`src/rtl/pll_reset_sequencer.sv`:
```
// PLL power-up sequencer: drives the PLL reset, qualifies the asynchronous
// lock with a synchroniser plus stability filter, retries on lock timeout and
// releases the per-domain resets one after another once the PLL is stable.
module pll_reset_sequencer #(
    parameter int RST_CYCLES     = 16,
    parameter int STABLE_CYCLES  = 1024,
    parameter int TIMEOUT_CYCLES = 65536,
    parameter int MAX_RETRY      = 7,
    parameter int N_OUT          = 3,
    parameter int STAGGER_CYCLES = 8
) (
    input  logic             i_clkin,
    input  logic             i_reset,
    input  logic             i_lock,
    input  logic             i_restart,
    output logic             o_pll_reset,
    output logic [N_OUT-1:0] o_rst_out,
    output logic             o_ready,
    output logic             o_fail,
    output logic [2:0]       o_retry_cnt,
    output logic             o_lock_lost
);

    // Release count at which the last domain reset drops; RUN follows one cycle later.
    localparam int REL_LAST = (N_OUT - 1) * STAGGER_CYCLES;
    localparam int CNT_A    = (RST_CYCLES > TIMEOUT_CYCLES) ? RST_CYCLES : TIMEOUT_CYCLES;
    localparam int CNT_MAX  = (CNT_A > REL_LAST + 1) ? CNT_A : REL_LAST + 1;
    localparam int CW       = $clog2(CNT_MAX + 1);
    localparam int SW       = $clog2(STABLE_CYCLES + 1);

    localparam logic [CW-1:0] RST_LAST  = CW'(RST_CYCLES - 1);
    localparam logic [CW-1:0] TO_LAST   = CW'(TIMEOUT_CYCLES - 1);
    localparam logic [CW-1:0] REL_END   = CW'(REL_LAST);
    localparam logic [SW-1:0] STAB_LAST = SW'(STABLE_CYCLES - 1);
    localparam logic [2:0]    RETRY_MAX = 3'((MAX_RETRY > 7) ? 7 : MAX_RETRY);

    typedef enum logic [2:0] {
        S_PLL_RST,
        S_WAIT_LOCK,
        S_RELEASE,
        S_RUN,
        S_FAIL
    } state_t;

    state_t           r_state, w_state_nxt;
    logic [CW-1:0]    r_cnt, w_cnt_nxt;     // shared phase counter: reset hold, timeout, release
    logic [SW-1:0]    r_stab, w_stab_nxt;   // consecutive lock_s-high cycles
    logic [2:0]       r_retry, w_retry_nxt;
    logic             r_lost, w_lost_nxt;
    logic             r_lock_meta, r_lock_s;
    logic             r_pll_reset, r_ready, r_fail;
    logic [N_OUT-1:0] r_rst_out, w_rst_nxt;

    // Two-flop synchroniser for the raw PLL lock.
    always_ff @(posedge i_clkin or posedge i_reset) begin
        if (i_reset) begin
            r_lock_meta <= 1'b0;
            r_lock_s    <= 1'b0;
        end else begin
            r_lock_meta <= i_lock;
            r_lock_s    <= r_lock_meta;
        end
    end

    // Next-state, counters and next output values; restart overrides everything.
    always_comb begin
        w_state_nxt = r_state;
        w_cnt_nxt   = r_cnt;
        w_stab_nxt  = '0;
        w_retry_nxt = r_retry;
        w_lost_nxt  = r_lost;
        w_rst_nxt   = '1;

        if (i_restart) begin
            w_state_nxt = S_PLL_RST;
            w_cnt_nxt   = '0;
            w_retry_nxt = '0;
            w_lost_nxt  = 1'b0;
        end else begin
            case (r_state)
                S_PLL_RST: begin
                    if (r_cnt == RST_LAST) begin
                        w_state_nxt = S_WAIT_LOCK;
                        w_cnt_nxt   = '0;
                    end else begin
                        w_cnt_nxt = r_cnt + CW'(1);
                    end
                end
                S_WAIT_LOCK: begin
                    // Stability wins over a timeout landing on the same cycle.
                    if (r_lock_s && (r_stab == STAB_LAST)) begin
                        w_state_nxt = S_RELEASE;
                        w_cnt_nxt   = '0;
                    end else if (r_cnt == TO_LAST) begin
                        w_cnt_nxt = '0;
                        if (r_retry < RETRY_MAX) begin
                            w_retry_nxt = r_retry + 3'd1;
                            w_state_nxt = S_PLL_RST;
                        end else begin
                            w_state_nxt = S_FAIL;
                        end
                    end else begin
                        w_cnt_nxt = r_cnt + CW'(1);
                        if (r_lock_s) w_stab_nxt = r_stab + SW'(1);
                    end
                end
                S_RELEASE: begin
                    if (!r_lock_s) begin
                        w_state_nxt = S_PLL_RST;
                        w_cnt_nxt   = '0;
                    end else if (r_cnt == REL_END) begin
                        w_state_nxt = S_RUN;
                        w_cnt_nxt   = '0;
                    end else begin
                        w_cnt_nxt = r_cnt + CW'(1);
                    end
                end
                S_RUN: begin
                    if (!r_lock_s) begin
                        w_lost_nxt  = 1'b1;
                        w_state_nxt = S_PLL_RST;
                        w_cnt_nxt   = '0;
                    end
                end
                S_FAIL: begin
                    w_state_nxt = S_FAIL;
                end
                default: begin
                    w_state_nxt = S_PLL_RST;
                    w_cnt_nxt   = '0;
                end
            endcase
        end

        // Domain resets drop one by one by release count; they only ever rise together.
        if (w_state_nxt == S_RELEASE) begin
            for (int i = 0; i < N_OUT; i++)
                w_rst_nxt[i] = int'(w_cnt_nxt) < i * STAGGER_CYCLES;
        end else if (w_state_nxt == S_RUN) begin
            w_rst_nxt = '0;
        end
    end

    // State, counters and registered outputs.
    always_ff @(posedge i_clkin or posedge i_reset) begin
        if (i_reset) begin
            r_state     <= S_PLL_RST;
            r_cnt       <= '0;
            r_stab      <= '0;
            r_retry     <= '0;
            r_lost      <= 1'b0;
            r_pll_reset <= 1'b1;
            r_rst_out   <= '1;
            r_ready     <= 1'b0;
            r_fail      <= 1'b0;
        end else begin
            r_state     <= w_state_nxt;
            r_cnt       <= w_cnt_nxt;
            r_stab      <= w_stab_nxt;
            r_retry     <= w_retry_nxt;
            r_lost      <= w_lost_nxt;
            r_pll_reset <= (w_state_nxt == S_PLL_RST) || (w_state_nxt == S_FAIL);
            r_rst_out   <= w_rst_nxt;
            r_ready     <= (w_state_nxt == S_RUN);
            r_fail      <= (w_state_nxt == S_FAIL);
        end
    end

    assign o_pll_reset = r_pll_reset;
    assign o_rst_out   = r_rst_out;
    assign o_ready     = r_ready;
    assign o_fail      = r_fail;
    assign o_retry_cnt = r_retry;
    assign o_lock_lost = r_lost;

endmodule

```
`config.mk`:
```
export PLATFORM = sky130hd
export DESIGN_NAME = pll_reset_sequencer
export DESIGN_NICKNAME = d
export VERILOG_FILES = /design/src/rtl/pll_reset_sequencer.sv
export SDC_FILE = /design/constraint.sdc
export NUM_CORES = 1
export LEC_CHECK = 0
export BUFFER_PORTS_ARGS = -buffer_cell sky130_fd_sc_hd__buf_2
export CAP_MARGIN = 10
export CORE_ASPECT_RATIO = 0.6
export CORE_MARGIN = 10
export CORE_UTILIZATION = 35
export CTS_CLUSTER_DIAMETER = 30
export DETAILED_ROUTE_END_ITERATION = 8
export GPL_ROUTABILITY_DRIVEN = 0
export SYNTH_ARGS = -nofsm -noshare
export SYNTH_HDL_FRONTEND = slang
export SYNTH_SLANG_ARGS = --single-unit
```
`constraint.sdc`:
```
create_clock -name i_clkin -period 2.9 [get_ports i_clkin]
set_input_delay 0.29 -clock i_clkin [delete_from_list [all_inputs] [get_ports i_clkin]]
set_output_delay 0.29 -clock i_clkin [all_outputs]
set_load 0.02 [all_outputs]
```
## Yosys cells after proc, flatten, opt, wreduce, memory -nomap -nowiden

Cells that the tools add are included.

- Flip-flop bits (word level): 43
- Bits in latches: 0
- RAM bits: 0
- Bits in read-only memories: 0
- Input port bits: 4
- Output and inout bits: 10
- Logic and storage cells: 72
- Memories: 0

- $add $sub $neg: 3
- $mul: 0
- Divide/modulo/power cells: 0
- Order comparisons: 3
- Equality and inequality tests: 13
- Shift-type cells: 0
- Multiplexer cells: 32
- Bitwise gates (word level): 0
- Reductions and logical operators: 10

Operators with widths:

| kind | count |
|---|---|
| 2-to-1 mux 17 bit | 7 |
| case mux 17 bit (5 select lines) | 1 |
| 2-to-1 mux 11 bit | 5 |
| 2-to-1 mux 3 bit | 15 |
| adder 17 x 1 -> 17 bit (second input constant) | 1 |
| == test 17 x 16 -> 1 bit (second input constant) | 1 |
| == test 17 x 4 -> 1 bit (second input constant) | 1 |
| == test 17 x 5 -> 1 bit (second input constant) | 1 |
| < comparator 17 x 4 -> 1 bit (second input constant) | 1 |
| < comparator 17 x 5 -> 1 bit (second input constant) | 1 |
| case mux 3 bit (5 select lines) | 1 |
| == test 3 x 2 -> 1 bit (second input constant) | 4 |
| adder 11 x 1 -> 11 bit (second input constant) | 1 |
| == test 11 x 10 -> 1 bit (second input constant) | 1 |
| nonzero test 2 bit | 4 |
| == test 3 bit (second input constant) | 2 |
| logical NOT 3 bit | 2 |
| inequality test 2 bit (second input constant) | 2 |
| AND reduction 4 bit | 1 |
| adder 3 x 1 -> 3 bit (second input constant) | 1 |
| == test 3 x 1 -> 1 bit (second input constant) | 1 |
| < comparator 3 bit (second input constant) | 1 |
| 2-to-1 mux 1 bit | 3 |
| AND reduction 2 bit | 1 |
| other kinds (2) | 2 |

## Logic depth before layout (Yosys ltp)

- Depth in word-level cells: 9
- Gate-level depth with buffers: 13
- Gate-level depth less buffers: 12

## Least setup slack after synthesis

Ideal clock, no wire load.

- Kind: flip-flop to flip-flop
- Start point: register r_cnt[0]
- End point: register r_rst_out[2], in the netlist o_rst_out[2]
- Setup time: 0.097 ns
- Arrival: 2.482 ns
- Required time: 2.803 ns
- Slack: 0.321 ns
- Cell stages (with the launch flop): 13
- Buffers on the path: 0
- Clock period less this slack: 2.579 ns
- Cell sequence: dfrtp_1 > ha_1 > nand3_1 > nor3_1 > nand4_1 > inv_1 > ha_1 > and2b_1 > nand2_8 > o311a_1 > nand3_1 > nand2b_1 > o41ai_2

- Word-level cells in the longest chain between the ends: 8
- Elaborated cells between the ends (all ways): 24
- Those cells by class: add/sub: 1; order compare: 1; eq/ne: 5; mux: 17

RTL lines:

| element | RTL line | RTL |
|---|---|---|
| start, declared | 46 | `logic [CW-1:0] r_cnt, w_cnt_nxt;` |
| start signal, assigned | 158 | `r_cnt <= w_cnt_nxt;` |
| parallel branches: the longest is 7 deep, another holds adder 17 x 1 -> 17 bit | -- |  |
| 2-to-1 mux 3 bit * | 136 | `if (w_state_nxt == S_RELEASE) begin` |
| via w_rst_nxt[2] | 52 | `logic [N_OUT-1:0] r_rst_out, w_rst_nxt;` |
| end signal, assigned | 163 | `r_rst_out <= w_rst_nxt;` |
| end, declared | 52 |  |

Mark *: on every way through the listed nets, which the timed path passes.
A chain may end at the register's enable or synchronous reset.

## Worst setup path in the final report

Ends and elaborated chain as after synthesis.

==> flow_metrics.py <==
metrics = {
    "clock_tree": {
        "h-tree-depth": 2,
        "clockBufferDepth": 2,
        "tritoncts": "done",
        "postCtsSetupRepairBufs": 0,
        "postCtsResizedCells": 0,
        "clk_pin_slew_worst_paths_ps": 60,
        "cts_root_buffer": "clkbuf_16",
        "hold_buffers": 0,
        "numCtsBuffers": 5,
        "worstSkewPairLatency_ps": 290,
        "cts_sinks": 43,
    },
    "status": {
        "run_status": "complete, but fails checks",
        "violations": "negative hold slack",
    },
    "final_layout": {
        "area_growth_pct": 15.0,
        "drive_gt1_share_pct": 21.5,
        "final_common_cell": "dfrtp_1",
        "fin_nets": 288,
        "fillers": 632,
        "num_antenna_cells": 0,
        "multi_input_area_mm2": 0.00126,
        "finalNonFillerCells": 366,
        "fin_util_pct": 42.0,
        "ff_latch_area_mm2": 0.00108,
        "mostFrequentLayoutCells": "dfrtp_1, nor2_1, nand3_1, inv_1",
    },
    "sta": {
        "worst-slew-pin-transition_ps": 617,
        "setup_viol": 0,
        "post-route-period-util_pct": 93.6,
        "hold_ws_ps": -2.79,
        "max_freq_ghz": 0.368,
        "setup_slack_ps": 186,
        "final.setup.tns_ps": 0,
        "fin_skew_ps": 3.93,
        "period_needed_ps": 2710,
        "grt_setup_unrepaired": "true",
        "slew_headroom_pct": 58.6,
        "drv_slew": 0,
        "hold_viol": 3,
    },
    "setup_path": {
        "path_max_fanout": 11,
        "cp_slowest_cell": "dfrtp_1",
        "cp-start-kind": "flop",
        "crit_top_cell": "buf_4",
        "reg2regPathDepth": 11,
        "reg2reg_slack_ps": 190,
        "critical_path_arrival_ps": 2900,
        "cp_top_family": "compound AO/OA/AOI/OAI gates",
        "cp-end-kind": "flop",
        "crit-reg2reg-launch": "r_cnt[0]",
        "crit_chain": "buf_4, inv_1, ha_1, nor4bb_1, nand4_1, a22oi_2, buf_4, nand2_4, o211ai_1, o2111ai_2, o41ai_2",
        "r2r_end": "o_rst_out[2]",
        "cp_data_required_time_ps": 3090,
        "max_stage_delay_ps": 380,
        "path_class": "reg2reg",
        "cp_num_buf_inv": 3,
    },
    "routing": {
        "drc_errors": 0,
        "avgRoutedWirePerCell_um": 16.2,
        "routed.top_layer": "met4",
        "drt_iter0_markers": 169,
        "vias": 2005,
        "drt_first_pass_iters": 4,
        "avgViaCountPerCell": 5.48,
        "met1_length_um": 2990,
        "wirelength_um": 5930,
        "wl_met3_um": 521,
        "wl_met2_um": 2330,
        "antenna_left": 0,
    },
    "placement": {
        "pre_cts_slack_ps": 60.5,
        "place_hpwl_um": 4420,
        "numPortBuffers": 13,
        "dp.cells": 358,
    },
    "synthesis": {
        "synth_top_family_by_area": "simple AND/OR/NAND/NOR gates",
        "async_flop_share_pct": 100,
        "yosysTopAreaCellShare_pct": 39.5,
        "syn_avg_cell_area_um2": 9.68,
        "synth_nets": 265,
        "synth_compound_area_share_pct": 16.0,
        "syn_area_mm2": 0.00247,
        "yosys-top-cells-area": "dfrtp_1, nor2_1, dfstp_2",
        "synth-main-ff-cell": "dfrtp_1",
        "synth_adder_area_share_pct": 3.04,
        "synthCells": 255,
        "synth_mux_area_share_pct": 0.811,
        "synth-edff-count": 0,
        "ys_ff_latch": 43,
        "yosysTopAreaCell": "dfrtp_1",
        "ys_warn_count": 0,
        "synth_xor_area_share_pct": 4.26,
        "synth-simple-area-share_pct": 25.8,
        "yosysUniqueCellTypes": 62,
        "yosysSeqAreaShare_pct": 43.8,
    },
    "global_routing": {
        "antenna_found_initial": 0,
        "grt_pass1_wl_um": 9840,
        "grt_pass1_vias": 1911,
        "grt-ovfl-total": 0,
        "grt_max_degree": 27,
        "grt.total_usage_pct": 11.1,
    },
    "floorplan": {
        "die_h_um": 85.1,
        "fp-row-count": 23,
        "dieArea_mm2": 0.0109,
        "die_w_um": 128,
        "ioPinCount": 14,
        "start_util_pct": 36.5,
        "core_mm2": 0.00676,
    },
    "power": {
        "power_switching_share_pct": 21.4,
        "seqPwrFrac_pct": 49.8,
        "clkPwrFrac_pct": 46.6,
        "p_switching_w": 0.000262,
        "vdd_drop_max_mv": 0.302,
        "power_density_mw_per_mm2": 432,
        "fin_total_pwr_w": 0.00123,
        "p_leak_nw": 1.24,
        "comb_power_share_pct": 3.7,
        "internal-power_w": 0.000964,
    },
    "job": {
        "maxCapViolations": 0,
    },
    "worst_hold_path": {
        "min_path_type": "in2async",
    },
}
## logic make-up (layout without fill, tap and decap cells)
kind of cell	Yosys count	in the layout
buf+inv	30	54
simple gates	109	109
fa+ha+maj	6	6
compound gates	53	53
xor+xnor	12	12
flops	43	43
mux	2	2
## worst max-delay path by stage
stage	start	to	slack (ps)	cells past startpoint
finish	r_cnt[0]	o_rst_out[2]	190	11
global route	r_cnt[1]	o_rst_out[1]	-40	12
detailed placement	r_cnt[1]	o_rst_out[2]	60	12
global placement	r_cnt[0]	o_rst_out[2]	110	12
CTS	r_cnt[1]	o_rst_out[2]	10	12
floorplan	r_cnt[0]	o_rst_out[2]	320	12
## metrics by stage
stage	area (um2)	hold slack [ps]
floorplan	2470	321
global placement	2660	317
detailed placement	2660	322
CTS	2810	16.9
global route	2840	37.3
finish	2840	-2.79
## registers in the layout, indices dropped and copies added, names as in the netlist
name and count:
o_lock_lost 1, r_stab 11, o_pll_reset 1, r_lock_s 1, o_rst_out 3, o_retry_cnt 3, r_lock_meta 1, o_fail 1
r_state 3, r_cnt 17, o_ready 1
## routing by layer
metal | vias to the layer above | track usage (%)
li1 | 961 | -
met3 | 8 | 3.60
met2 | 65 | 14.3
met5 | - | 0
met4 | 0 | 3.67
met1 | 971 | 16.6
## worst register-to-register path, stage by stage (launching register included)
cell and delay (ps):
dfrtp_1 380, buf_4 150, inv_1 60, ha_1 150
nor4bb_1 320, nand4_1 230, a22oi_2 200, buf_4 230
nand2_4 110, o211ai_1 270, o2111ai_2 200, o41ai_2 310
## synthesized netlist by cell type (4+ instances only)
cell	count
nand3_1	21
ha_1	6
inv_1	20
o21ai_0	11
nand4_1	6
nand2_1	11
a21oi_1	7
dfrtp_1	39
xnor2_1	8
nor2_1	32
xor2_1	4
o21a_1	5
dfstp_2	4
nor3_1	4
buf_6	4
and3_1	5
## power groups by stage
stage          registers [W]  clock network [W]  logic [W]
2_1_floorplan       0.000621                  0  0.0000270
3_3_place_gp        0.000620                  0  0.0000435
3_5_place_dp        0.000621                  0  0.0000437
4_1_cts             0.000610           0.000585  0.0000443
5_1_grt             0.000610           0.000612  0.0000520
6_report            0.000610           0.000571  0.0000448
## cell type report
cell class | count | area share [%]
tap | 87 | 3.83
clock inverter | 1 | 0.309
clock buffer | 7 | 5.02
multi-input combinational | 182 | 44.4
timing repair buffer | 26 | 5.73
inverter | 20 | 2.64
sequential | 43 | 38.1
Note: power is estimated with default switching activity, not from simulation.
